==> src/rtl/vx_csr_io_pkg.sv <==
// Shared definitions for the CSR I/O bridge: op encoding and request layout.
// The bridge top optionally builds performance counters under CSR_IO_BRIDGE_PERF_EN.
package vx_csr_io_pkg;

    localparam int DEF_CSR_ADDR_BITS = 12;

    localparam logic CSR_IO_RD = 1'b0;
    localparam logic CSR_IO_WR = 1'b1;

    // Request entry as stored in the request FIFO, at the default address width.
    typedef struct packed {
        logic                         rw;
        logic [DEF_CSR_ADDR_BITS-1:0] addr;
        logic [31:0]                  data;
    } csr_io_req_t;

endpackage

==> src/rtl/vx_csr_io_fifo.sv <==
// Generic synchronous FIFO, registered output, no bypass.
// Push is ignored when full and pop is ignored when empty, regardless of the other side.
module vx_csr_io_fifo #(
    parameter int DATAW = 32,
    parameter int DEPTH = 4
) (
    input  logic                   clk,
    input  logic                   reset,
    input  logic                   push,
    input  logic [DATAW-1:0]       wdata,
    input  logic                   pop,
    output logic [DATAW-1:0]       rdata,
    output logic                   full,
    output logic                   empty,
    output logic [$clog2(DEPTH):0] count
);

    localparam int PW = $clog2(DEPTH);
    localparam int CW = PW + 1;

    logic [DATAW-1:0] mem_q [DEPTH];
    logic [DATAW-1:0] mem_d [DEPTH];
    logic [PW-1:0]    wr_ptr_q, wr_ptr_d;
    logic [PW-1:0]    rd_ptr_q, rd_ptr_d;
    logic [CW-1:0]    count_q, count_d;
    logic             do_push;
    logic             do_pop;

    assign full  = (count_q == CW'(DEPTH));
    assign empty = (count_q == '0);
    assign count = count_q;
    assign rdata = mem_q[rd_ptr_q];

    always_comb begin
        do_push  = push & ~full;
        do_pop   = pop & ~empty;
        mem_d    = mem_q;
        wr_ptr_d = wr_ptr_q;
        rd_ptr_d = rd_ptr_q;
        count_d  = count_q;
        if (do_push) begin
            mem_d[wr_ptr_q] = wdata;
            wr_ptr_d        = wr_ptr_q + PW'(1);
        end
        if (do_pop) begin
            rd_ptr_d = rd_ptr_q + PW'(1);
        end
        case ({do_push, do_pop})
            2'b10:   count_d = count_q + CW'(1);
            2'b01:   count_d = count_q - CW'(1);
            default: count_d = count_q;
        endcase
    end

    always_ff @(posedge clk) begin
        if (reset) begin
            wr_ptr_q <= '0;
            rd_ptr_q <= '0;
            count_q  <= '0;
        end else begin
            wr_ptr_q <= wr_ptr_d;
            rd_ptr_q <= rd_ptr_d;
            count_q  <= count_d;
        end
    end

    // Storage needs no reset; validity is tracked by the pointers and count.
    always_ff @(posedge clk) begin
        mem_q <= mem_d;
    end

endmodule

==> src/rtl/vx_csr_io_bridge.sv <==
// Host front end for the CSR unit I/O channel: request FIFO, credit-limited read issue,
// in-order response FIFO. Define CSR_IO_BRIDGE_PERF_EN to build the read/write fire counters.
module vx_csr_io_bridge
    import vx_csr_io_pkg::*;
#(
    parameter int REQ_DEPTH     = 4,
    parameter int RSP_DEPTH     = 4,
    parameter int CSR_ADDR_BITS = DEF_CSR_ADDR_BITS
) (
    input  logic                     clk,
    input  logic                     reset,
    input  logic                     host_req_valid,
    input  logic                     host_req_rw,
    input  logic [CSR_ADDR_BITS-1:0] host_req_addr,
    input  logic [31:0]              host_req_data,
    output logic                     host_req_ready,
    output logic                     csr_io_req_valid,
    output logic                     csr_io_req_rw,
    output logic [CSR_ADDR_BITS-1:0] csr_io_req_addr,
    output logic [31:0]              csr_io_req_data,
    input  logic                     csr_io_req_ready,
    input  logic                     csr_io_rsp_valid,
    input  logic [31:0]              csr_io_rsp_data,
    output logic                     csr_io_rsp_ready,
    output logic                     host_rsp_valid,
    output logic [31:0]              host_rsp_data,
    input  logic                     host_rsp_ready,
    output logic                     idle,
    output logic                     rsp_err,
    output logic [31:0]              perf_reads,
    output logic [31:0]              perf_writes
);

    // All handshakes: a transfer happens on the rising edge where valid & ready are both high;
    // valid never depends on ready, and the request payload is stable while valid is held.

    localparam int IW  = $clog2(RSP_DEPTH) + 1;
    localparam int RQC = $clog2(REQ_DEPTH) + 1;

    typedef struct packed {
        logic                     rw;
        logic [CSR_ADDR_BITS-1:0] addr;
        logic [31:0]              data;
    } req_t;

    req_t            req_wdata;
    req_t            req_head;
    logic            req_push;
    logic            req_full;
    logic            req_empty;
    logic [RQC-1:0]  req_count;

    logic            rsp_push;
    logic            rsp_pop;
    logic            rsp_full;
    logic            rsp_empty;
    logic [IW-1:0]   rsp_count;

    logic [IW-1:0]   inflight_q, inflight_d;
    logic            rsp_err_q, rsp_err_d;
    logic [IW:0]     credit_sum;
    logic            credit_ok;
    logic            fire;
    logic            rd_fire;
    logic            inflight_nz;

    assign req_wdata = '{rw: host_req_rw, addr: host_req_addr, data: host_req_data};
    assign req_push  = host_req_valid & ~req_full;

    vx_csr_io_fifo #(
        .DATAW ($bits(req_t)),
        .DEPTH (REQ_DEPTH)
    ) u_req_fifo (
        .clk   (clk),
        .reset (reset),
        .push  (req_push),
        .wdata (req_wdata),
        .pop   (fire),
        .rdata (req_head),
        .full  (req_full),
        .empty (req_empty),
        .count (req_count)
    );

    vx_csr_io_fifo #(
        .DATAW (32),
        .DEPTH (RSP_DEPTH)
    ) u_rsp_fifo (
        .clk   (clk),
        .reset (reset),
        .push  (rsp_push),
        .wdata (csr_io_rsp_data),
        .pop   (rsp_pop),
        .rdata (host_rsp_data),
        .full  (rsp_full),
        .empty (rsp_empty),
        .count (rsp_count)
    );

    // A read may only issue if its response is guaranteed a slot in the response FIFO,
    // counting both reads still out at the CSR unit and data waiting for the host.
    assign credit_sum  = {1'b0, inflight_q} + {1'b0, rsp_count};
    assign credit_ok   = (credit_sum < (IW+1)'(RSP_DEPTH));
    assign inflight_nz = (inflight_q != '0);

    assign host_req_ready   = ~req_full;
    assign csr_io_req_valid = ~req_empty & ((req_head.rw == CSR_IO_WR) | credit_ok);
    assign csr_io_req_rw    = req_head.rw;
    assign csr_io_req_addr  = req_head.addr;
    assign csr_io_req_data  = req_head.data;
    assign fire             = csr_io_req_valid & csr_io_req_ready;
    assign rd_fire          = fire & (req_head.rw == CSR_IO_RD);

    assign csr_io_rsp_ready = ~rsp_full;
    assign rsp_push         = csr_io_rsp_valid & inflight_nz;
    assign host_rsp_valid   = ~rsp_empty;
    assign rsp_pop          = host_rsp_valid & host_rsp_ready;

    assign idle    = (req_count == '0) & (rsp_count == '0) & ~inflight_nz;
    assign rsp_err = rsp_err_q;

    always_comb begin
        inflight_d = inflight_q;
        case ({rd_fire, rsp_push})
            2'b10:   inflight_d = inflight_q + IW'(1);
            2'b01:   inflight_d = inflight_q - IW'(1);
            default: inflight_d = inflight_q;
        endcase
        // A response with nothing outstanding is dropped and latched as an error.
        rsp_err_d = rsp_err_q | (csr_io_rsp_valid & ~inflight_nz);
    end

    always_ff @(posedge clk) begin
        if (reset) begin
            inflight_q <= '0;
            rsp_err_q  <= 1'b0;
        end else begin
            inflight_q <= inflight_d;
            rsp_err_q  <= rsp_err_d;
        end
    end

`ifdef CSR_IO_BRIDGE_PERF_EN
    logic        wr_fire;
    logic [31:0] perf_reads_q, perf_reads_d;
    logic [31:0] perf_writes_q, perf_writes_d;

    assign wr_fire = fire & (req_head.rw == CSR_IO_WR);

    always_comb begin
        perf_reads_d  = perf_reads_q + {31'd0, rd_fire};
        perf_writes_d = perf_writes_q + {31'd0, wr_fire};
    end

    always_ff @(posedge clk) begin
        if (reset) begin
            perf_reads_q  <= '0;
            perf_writes_q <= '0;
        end else begin
            perf_reads_q  <= perf_reads_d;
            perf_writes_q <= perf_writes_d;
        end
    end

    assign perf_reads  = perf_reads_q;
    assign perf_writes = perf_writes_q;
`else
    assign perf_reads  = '0;
    assign perf_writes = '0;
`endif

endmodule

==> config.mk <==
export PLATFORM = sky130hd
export DESIGN_NAME = vx_csr_io_bridge
export DESIGN_NICKNAME = d
export VERILOG_FILES = /design/src/rtl/vx_csr_io_pkg.sv /design/src/rtl/vx_csr_io_fifo.sv /design/src/rtl/vx_csr_io_bridge.sv
export SDC_FILE = /design/constraint.sdc
export NUM_CORES = 1
export LEC_CHECK = 0
export CAP_MARGIN = 20
export CORE_ASPECT_RATIO = 1.2
export CORE_MARGIN = 10
export CORE_UTILIZATION = 40
export CTS_BUF_LIST = sky130_fd_sc_hd__clkbuf_8
export CTS_CLUSTER_DIAMETER = 200
export DETAILED_ROUTE_END_ITERATION = 10
export PLACE_DENSITY = 0.63
export SYNTH_ARGS = -nofsm -noshare
export SYNTH_HDL_FRONTEND = slang
export SYNTH_HIERARCHICAL = 1
export SYNTH_SLANG_ARGS = --single-unit
==> constraint.sdc <==
create_clock -name clk -period 3.8 [get_ports clk]
set_clock_uncertainty 0.15 [all_clocks]
set_input_delay 0.76 -clock clk [delete_from_list [all_inputs] [get_ports clk]]
set_output_delay 0.76 -clock clk [all_outputs]
set_load 0.05 [all_outputs]
-- Yosys cells after proc, flatten, opt, wreduce, memory -nomap -nowiden
Cells that the tools add are included.
- register bits after elaboration: 326
- bits of input ports: 83
- output and inout bits: 147
- word-level logic and storage cells: 90
- $add $sub $neg: 11
- order comparisons: 7
- equality and inequality tests: 8
- mux-type cells: 15
- bitwise operators: 25
- reductions and logical operators: 8
- operator list (operator ; number):
    $bwmux 180 ; 1
    $mux 45 ; 3
    $bwmux 128 ; 1
    $mux 32 ; 3
    $bmux 45 s2 ; 1
    $demux 45 s2 ; 1
    $bmux 32 s2 ; 1
    $demux 32 s2 ; 1
    $pmux 3 s2 ; 3
    $and 1x1->1 ; 13
    $ge 3x3->1 const B ; 4
    $not 2->3 ; 4
    $add 3x1->3 const B ; 3
    $sub 3x1->3 const B ; 3
    $add 2x1->2 const B ; 4
    $eq 2x1->1 const B ; 3
    $eq 2x2->1 const B ; 3
    $eq 3x3->1 const B ; 2
    $logic_not 3->1 ; 2
    $lt 3x1->1 const B ; 2
    $not 1->1 ; 6
    $reduce_bool 2->1 ; 3
    $add 3x3->4 ; 1
    $lt 4x3->1 const B ; 1
    other kinds (3) ; 5

-- Logic depth before layout (Yosys ltp)
Gate-level depths: netlist of the first run.
- depth in word-level cells: 10
- depth in mapped cells: 12
- mapped depth without buffers: 12

-- Modules after synthesis
The synthesis of the first run kept the hierarchy.
- modules (own cells, without submodules) (module ; instances ; cells an instance ; area an instance (um^2) ; sequential area each (um^2)):
    vx_csr_io_fifo (u_req_fifo) ; 1 ; 285 ; 6932.9 ; 5545.3
    vx_csr_io_fifo (u_rsp_fifo) ; 1 ; 218 ; 5153.7 ; 3983.8
    vx_csr_io_bridge ; 1 ; 105 ; 780.7 ; 80.1

-- Worst setup path before layout of the first run
OpenSTA, ideal clock, no wires.
- path type: input to register
- start point: input port host_req_valid
- end point: register u_req_fifo/mem_q[0] (netlist name), enable pin
- setup time: 0.407 ns
- data arrival time: 2.294 ns
- data required time: 3.243 ns
- path slack: 0.949 ns
- stages on the path: 4
- buffers on the path: 0
- cells stage by stage: nor2b_1 inv_1 nor2_1 and2_1
- longest elaborated chain between the ends: 2
- ends and longest elaborated chain (element ; RTL line ; source):
    from (decl) ; vx_csr_io_bridge.sv:12 ; input logic host_req_valid,
    $and 1x1->1 ; vx_csr_io_bridge.sv:68 ; assign req_push = host_req_valid & ~req_full;
    $and 1x1->1 ; vx_csr_io_fifo.sv:35 ; do_push = push & ~full;
    to (signal assigned) ; vx_csr_io_fifo.sv:69 ; mem_q <= mem_d;
    to (decl) ; vx_csr_io_fifo.sv:21 ; logic [DATAW-1:0] mem_q [DEPTH];
Every way passes these cells.
A chain may end at the register's enable or synchronous reset.

-- Worst setup path in the final report of the first run
- start point: register u_req_fifo.rd_ptr_q[0]
- end point: output port csr_io_req_data[18]
- longest elaborated chain between the ends: 4
- ends and longest elaborated chain (element ; RTL line ; source):
    from (decl) ; vx_csr_io_fifo.sv:24 ; logic [PW-1:0] rd_ptr_q, rd_ptr_d;
    from (signal assigned) ; vx_csr_io_fifo.sv:62 ; rd_ptr_q <= rd_ptr_d;
    $not 2->3 (not written as such) ; vx_csr_io_fifo.sv:32 ; assign rdata = mem_q[rd_ptr_q];
    $bmux 45 s2 ; vx_csr_io_fifo.sv:32 ;
    $mux 45 (not written as such) (2 in a row) ; vx_csr_io_fifo.sv:32 ;
    to (decl) ; vx_csr_io_bridge.sv:20 ; output logic [31:0] csr_io_req_data,
Every way passes these cells. The select of a mux whose other input is x is not followed.

==> impl_results.md, run 1 <==
- Status: complete, no violations
- Layout cells sized above 1: 0.1634
- Final ANT Viol Nets: 0
- Synth Area in Adders: 0.01731
- R2R depth: 12
- Placeable Area: between 30000 and 40000 um2
- Worst vdd ir: about 0.00049 V
- # IOs: 230
- DR vias/cell: 4.805
- Largest net degree at the start of global routing: 46
- Final Critical Period: about 3.6 ns
- Fin worst setup slack: ~0.19 ns
- Yosys top cell area share: 0.7188
- Yosys top cell by area: edfxtp_1
- Switch Pwr: 3.163 mW
- Rows: between 70 and 80
- Cell internal pwr: 6.784 mW
- Synthesized flop and latch total: ~330
- Clk Latency, worst-skew pair: between 0.5 and 0.6 ns
- ANT cells: 0
- Fmax: between 200 and 300 MHz
- Avg Cell Area, Syn: 21.16 um2
- Worst slew pin tran: 0.7758 ns
- Synthesized area: around 13000 um2
- Hold path depth: 2
- Clock Sinks: approximately 330
- Commonest non-fill, non-tap cell in the layout: edfxtp_1
- Die area: 39770 um2
- Worst-path clk slew: ~0.06 ns
- Residual DRC: 0
- Simple logic cell fraction of the synthesized area: 0.02246
- Initial antenna violation count: 1
- Clk pwr share: 0.285
- Vias in the first global route: ~6700
- Area Growth Syn to Fin: 23.24%
- P_leak: 5.319 nW
- Combinational share of power: 0.272
- Post-synthesis xor/xnor area fraction: 0.005445
- GRT Total Usage: 0.1269
- Type of origin of the critical path: flop
- Setup TNS: 0 ns
- Pre-CTS setup slack: roughly 0.56 ns
- Design Power: around 10 mW
- Setup repair bufs after CTS: 0
- Syn Inst Count: approximately 610
- Pwr dens: around 630 nW/um2
- DP Wirelength: between 15 and 20 mm
- Synth warn: 6
- Routed len/inst: a little over 20 um
- CTS tree: done
- Crit path DAT: between 2 and 3 ns
- Post-synth cell types: 31
- Final Max Tran Viols: 0
- Worst hold slack: ~0.36 ns
- Post-synthesis mux area share: 0.1439
- Drt first pass iters: 4
- Bufs on Longest Clock Path: 3
- Htree depth: 2
- Slew HR: 0.4812
- Fin util: 0.5028
- Placer's final routability congestion estimate: slightly above 0.7
- Switching portion of total power: 0.3180
- Top cells by area, synth: edfxtp_1 72%, mux4_2 8.9%, mux4_1 5.3%
- CP Data Required Time: between 2 and 3 ns
- First-pass GRT wire length: a little under 40 mm
- Worst hold path type: flop to flop
- Final hold violation count: 0
- Die span in x: roughly 180 um
- Global route overflow: 0
- WS Path Type: flop to primary output
- Hold Buf Count CTS: 0
- Die H: 216.5 um
- CTS Buf Count: ~50
- Root buffer cell: clkbuf_8
- Post-synthesis compound-gate area fraction: 0.008557
- Final setup fails: 0
- Unrepaired setup endpoints after global routing: no
- CP endpoint kind: primary output
- Worst Path Max Fanout: 16
- Ratio of final minimum period to clock period: 0.9503
- Initial Utilization: 0.4080
- Seq pwr share: 0.443
- Largest family of logic cells by synthesized area: multiplexers
- Sequential fraction of the synthesis area: 0.7468
- Max cap viols: 0
- Starting DRT DRC Count: 256
- WL final: 25.59 mm
- Final nets: 924
- IO buf count: around 170
- DR vias: 6074
- Most frequent cells in the layout: 308 x edfxtp_1, 164 x clkdlybuf4s50_1, 64 x conb_1
power groups by stage:
| stage | registers, mW | logic (mW) | clock network, mW |
|---|---|---|---|
| after floorplan | 4.43 | 1.92 | 0 |
| after global placement | 4.47 | 2.74 | 0 |
| after detailed placement | 4.49 | 2.74 | 0 |
| after CTS | 4.41 | 2.75 | 2.96 |
| after global routing | 4.44 | 2.86 | 3.11 |
| final | 4.41 | 2.71 | 2.83 |
cell families after synthesis:
group / Yosys count
AOI/OAI and AO/OA: 21
xor gates and xnor gates: 8
DFF: 326
other: 1
and+or+nand+nor: 53
adders and majority gates: 16
buffers and inverters: 104
muxes: 79
final cells by class:
type | instances | area, um2
fillers | 2612 | 15680
flip-flops and latches | 326 | 9615
multi-input cells | 241 | 2789
repair buffers | 183 | 1877
clock buffers | 56 | 770.7
well taps | 401 | 501.7
clock inverters | 35 | 221.5
inverters | 22 | 82.58
state kept, by name, indices dropped and copies added, names as in the netlist:
| signal | cells |
|---|---|
| inflight_q | 3 |
| u_rsp_fifo/mem_q | 128 |
| u_req_fifo/wr_ptr_q | 2 |
| u_rsp_fifo/wr_ptr_q | 2 |
| u_req_fifo/mem_q | 180 |
| u_req_fifo/count | 3 |
| u_req_fifo/rd_ptr_q | 2 |
| u_rsp_fifo/count | 3 |
| rsp_err | 1 |
| u_rsp_fifo/rd_ptr_q | 2 |
repair_timing:
item | CTS | global route
gates resized for setup | 0 | 1
setup endpoints to repair | 0 | 1
endpoints found under the hold margin | 0 | 0
critical path: stages (launching register included):
cell	delay (ns)
dfxtp_4	0.57
buf_4	0.28
mux4_2	0.53
clkdlybuf4s50_1	0.74
cell usage after synthesis:
| cell | number |
|---|---|
| mux4_2 | 51 |
| buf_4 | 64 |
| nand2_4 | 1 |
| nor3_1 | 4 |
| and3_1 | 1 |
| buf_2 | 9 |
| nor3b_1 | 1 |
| mux4_1 | 26 |
| nand3_1 | 2 |
| dfxtp_1 | 18 |
| nor2b_1 | 3 |
| clkbuf_1 | 1 |
| conb_1 | 1 |
| nor4_1 | 1 |
| ha_1 | 13 |
| edfxtp_1 | 308 |
| nor2_1 | 18 |
| or3_1 | 7 |
| buf_6 | 7 |
| o31ai_1 | 2 |
| fa_1 | 3 |
| and2_1 | 8 |
| o21ai_0 | 7 |
| buf_12 | 1 |
| nor3b_2 | 1 |
| nand2_1 | 1 |
| nand2b_1 | 5 |
| a21oi_1 | 12 |
| mux2i_1 | 2 |
| xor2_1 | 8 |
| inv_1 | 22 |
layer usage:
layer	part of all wire	global-route usage
met1	0.40	0.1533
met4	0.019	0.03939
met2	0.49	0.2041
met5	0.00039	0
met3	0.090	0.05121
through the flow:
stage / cells / cell area, um2
3_5_place_dp: 1173 / 14860
5_1_grt: 1264 / 15860
6_report: 1264 / 15860
2_1_floorplan: 671 / 13100
4_1_cts: 1264 / 15860
3_3_place_gp: 1173 / 14860
worst paths after layout:
kind | from | endpoint | slack (ns)
worst max-delay path | u_req_fifo/rd_ptr_q[0] | csr_io_req_data[18] | 0.19
worst min-delay path | inflight_q[2] | inflight_q[2] | 0.36
worst max register to register | u_rsp_fifo/count[2] | u_req_fifo/count[2] | 0.76
worst min register to register | inflight_q[2] | inflight_q[2] | 0.36
Note: power is estimated with default switching activity, not from simulation.
==> run 2: changes to the inputs <==
- MAX_ROUTING_LAYER: unset -> met4
==> run 2 against run 1 <==
  * Register-to-register slack about the same
  * Clock power barely moved
  * Power barely moved
  * Critical path depth unchanged
  * Highest routed layer is now met4
==> impl_results.md, run 2 (synthesized netlist as in run 1, its figures left out) <==
- Die area: around 40000 um2
- Worst path cell trace: buf_4 -> mux4_2 -> clkdlybuf4s50_1
- Clk Latency, worst-skew pair: about 0.58 ns
- DR vias: about 6100
- Worst hold path type: flop to flop
- Placed instance area: about 15000 um2
- Pre-CTS setup slack: about 0.56 ns
- Hold Buf Count CTS: 0
- Largest net degree at the start of global routing: 46
- Setup repair bufs after CTS: 0
- DR vias/cell: 4.819
- Design area: 15860 um2
- Clock Sinks: about 330
- Final nets: just over 900
- Worst slew pin tran: between 0.7 and 0.8 ns
- Largest registers: u_req_fifo/mem_q: 180 flops, u_rsp_fifo/mem_q: 128 flops
- Die span in x: between 150 and 200 um
- WL final: 25.63 mm
- Final setup fails: 0
- Most frequent cells in the layout: 308 x edfxtp_1, 164 x clkdlybuf4s50_1, 64 x conb_1
- Layout cells sized above 1: 0.1634
- Slew HR: 0.4842
- Final ANT Viol Nets: 0
- Area Growth Syn to Fin: 23.26%
- WS Path Type: flop to primary output
- Status: complete, no violations
- Final Critical Period: between 3 and 4 ns
- DP Wirelength: 16.74 mm
- Design Power: 9.949 mW
- Unrepaired setup endpoints after global routing: no
- R2r startpoint: u_rsp_fifo/count[2]
- Worst-path clk slew: 0.06 ns
- Largest stage delay, worst path: roughly 0.74 ns
- Routed len/inst: slightly above 20 um
- Drt first pass iters: 4
- Fmax: 277.5 MHz
- Most flops, register: u_req_fifo/mem_q
- CTS tree: done
- Rows: 71
- Final hold violation count: 0
- Htree depth: 2
- Worst hold start: inflight_q[2]
- Worst vdd ir: 0.0004909 V
- Vias in the first global route: between 6000 and 7000
- GRT Total Usage: 0.1306
- Critical path's slowest cell: clkdlybuf4s50_1
- CTS Buf Count: around 50
- Global route overflow: 0
- Ratio of final minimum period to clock period: 0.9482
- Placer's final routability congestion estimate: between 0.7 and 0.8
- Max cap viols: 0
- Placeable Area: roughly 32000 um2
- Starting DRT DRC Count: 243
- Final Max Tran Viols: 0
- Type of origin of the critical path: flop
- CP endpoint kind: primary output
- CP Data Required Time: roughly 2.9 ns
- Root buffer cell: clkbuf_8
- # IOs: 230
- IO buf count: roughly 170
- Largest register FFs: 180
- P_leak: about 5.3 nW
- Worst Path Max Fanout: 16
- Commonest non-fill, non-tap cell in the layout: edfxtp_1
- Crit path DAT: about 2.7 ns
- Initial antenna violation count: 1
- Residual DRC: 0
- Bufs on Longest Clock Path: 3
- CP startpoint: u_req_fifo/rd_ptr_q[0]
- Initial Utilization: 0.4080
- Fin worst setup slack: around 0.2 ns
- Setup TNS: 0 ns
- First-pass GRT wire length: between 30 and 40 mm
- Pwr dens: between 600 and 700 nW/um2
- Die H: 216.5 um
## run 2: routing by layer
metal | wire length, um | GRT usage
met1 | 10730 | 0.1566
met3 | 2039 | 0.04753
met5 | 0 | -
met4 | 525 | 0.03939
met2 | 12340 | 0.2032
## run 2: worst paths after layout
kind	endpoint	slack, ns	cells after the start
max reg2reg	u_req_fifo/count[2]	0.76	12
min reg2reg	inflight_q[2]	0.36	2
min	inflight_q[2]	0.36	2
max	csr_io_req_data[19]	0.20	3
## run 2: layout make-up
type                    instances  area (um2)
repair buffers                183        1877
diodes                          1       2.502
fillers                      2611       15680
multi-input cells             241        2789
clock buffers                  56       770.7
well taps                     401       501.7
inverters                      22       82.58
clock inverters                35       221.5
flip-flops and latches        326        9615
## run 2: worst max-delay path, delay by kind of cell (launching register included)
family,cells,cell delay (ns)
mux,1,0.54
flops,1,0.57
buf+inv,2,1.02
## run 2: what timing repair did
action | CTS | global route
endpoints found under the setup margin | 0 | 1
endpoints found under the hold margin | 0 | 0
resized for setup | 0 | 1
## run 2: power breakdown
group | switching, mW | leakage [nW] | internal [mW] | total [mW]
registers | 0.134 | 2.95 | 4.27 | 4.41
logic | 1.75 | 1.80 | 0.959 | 2.71
clock network | 1.28 | 0.563 | 1.55 | 2.83
## run 2: metrics by stage
stage               instances  hold WS (ns)  utilization
floorplan                 671        0.3193            -
global placement         1173        0.3460       0.4713
detailed placement       1173        0.3517       0.4713
CTS                      1264        0.3607       0.5028
global route             1265        0.4054       0.5029
finish                   1265        0.3621       0.5029
==> run 3: changes to the inputs <==
- ABC_AREA: unset -> 0
- SLEW_MARGIN: unset -> 20
==> results of run 3 <==
Same layout as run 2: the final DEF is identical, and so are final timing and power.
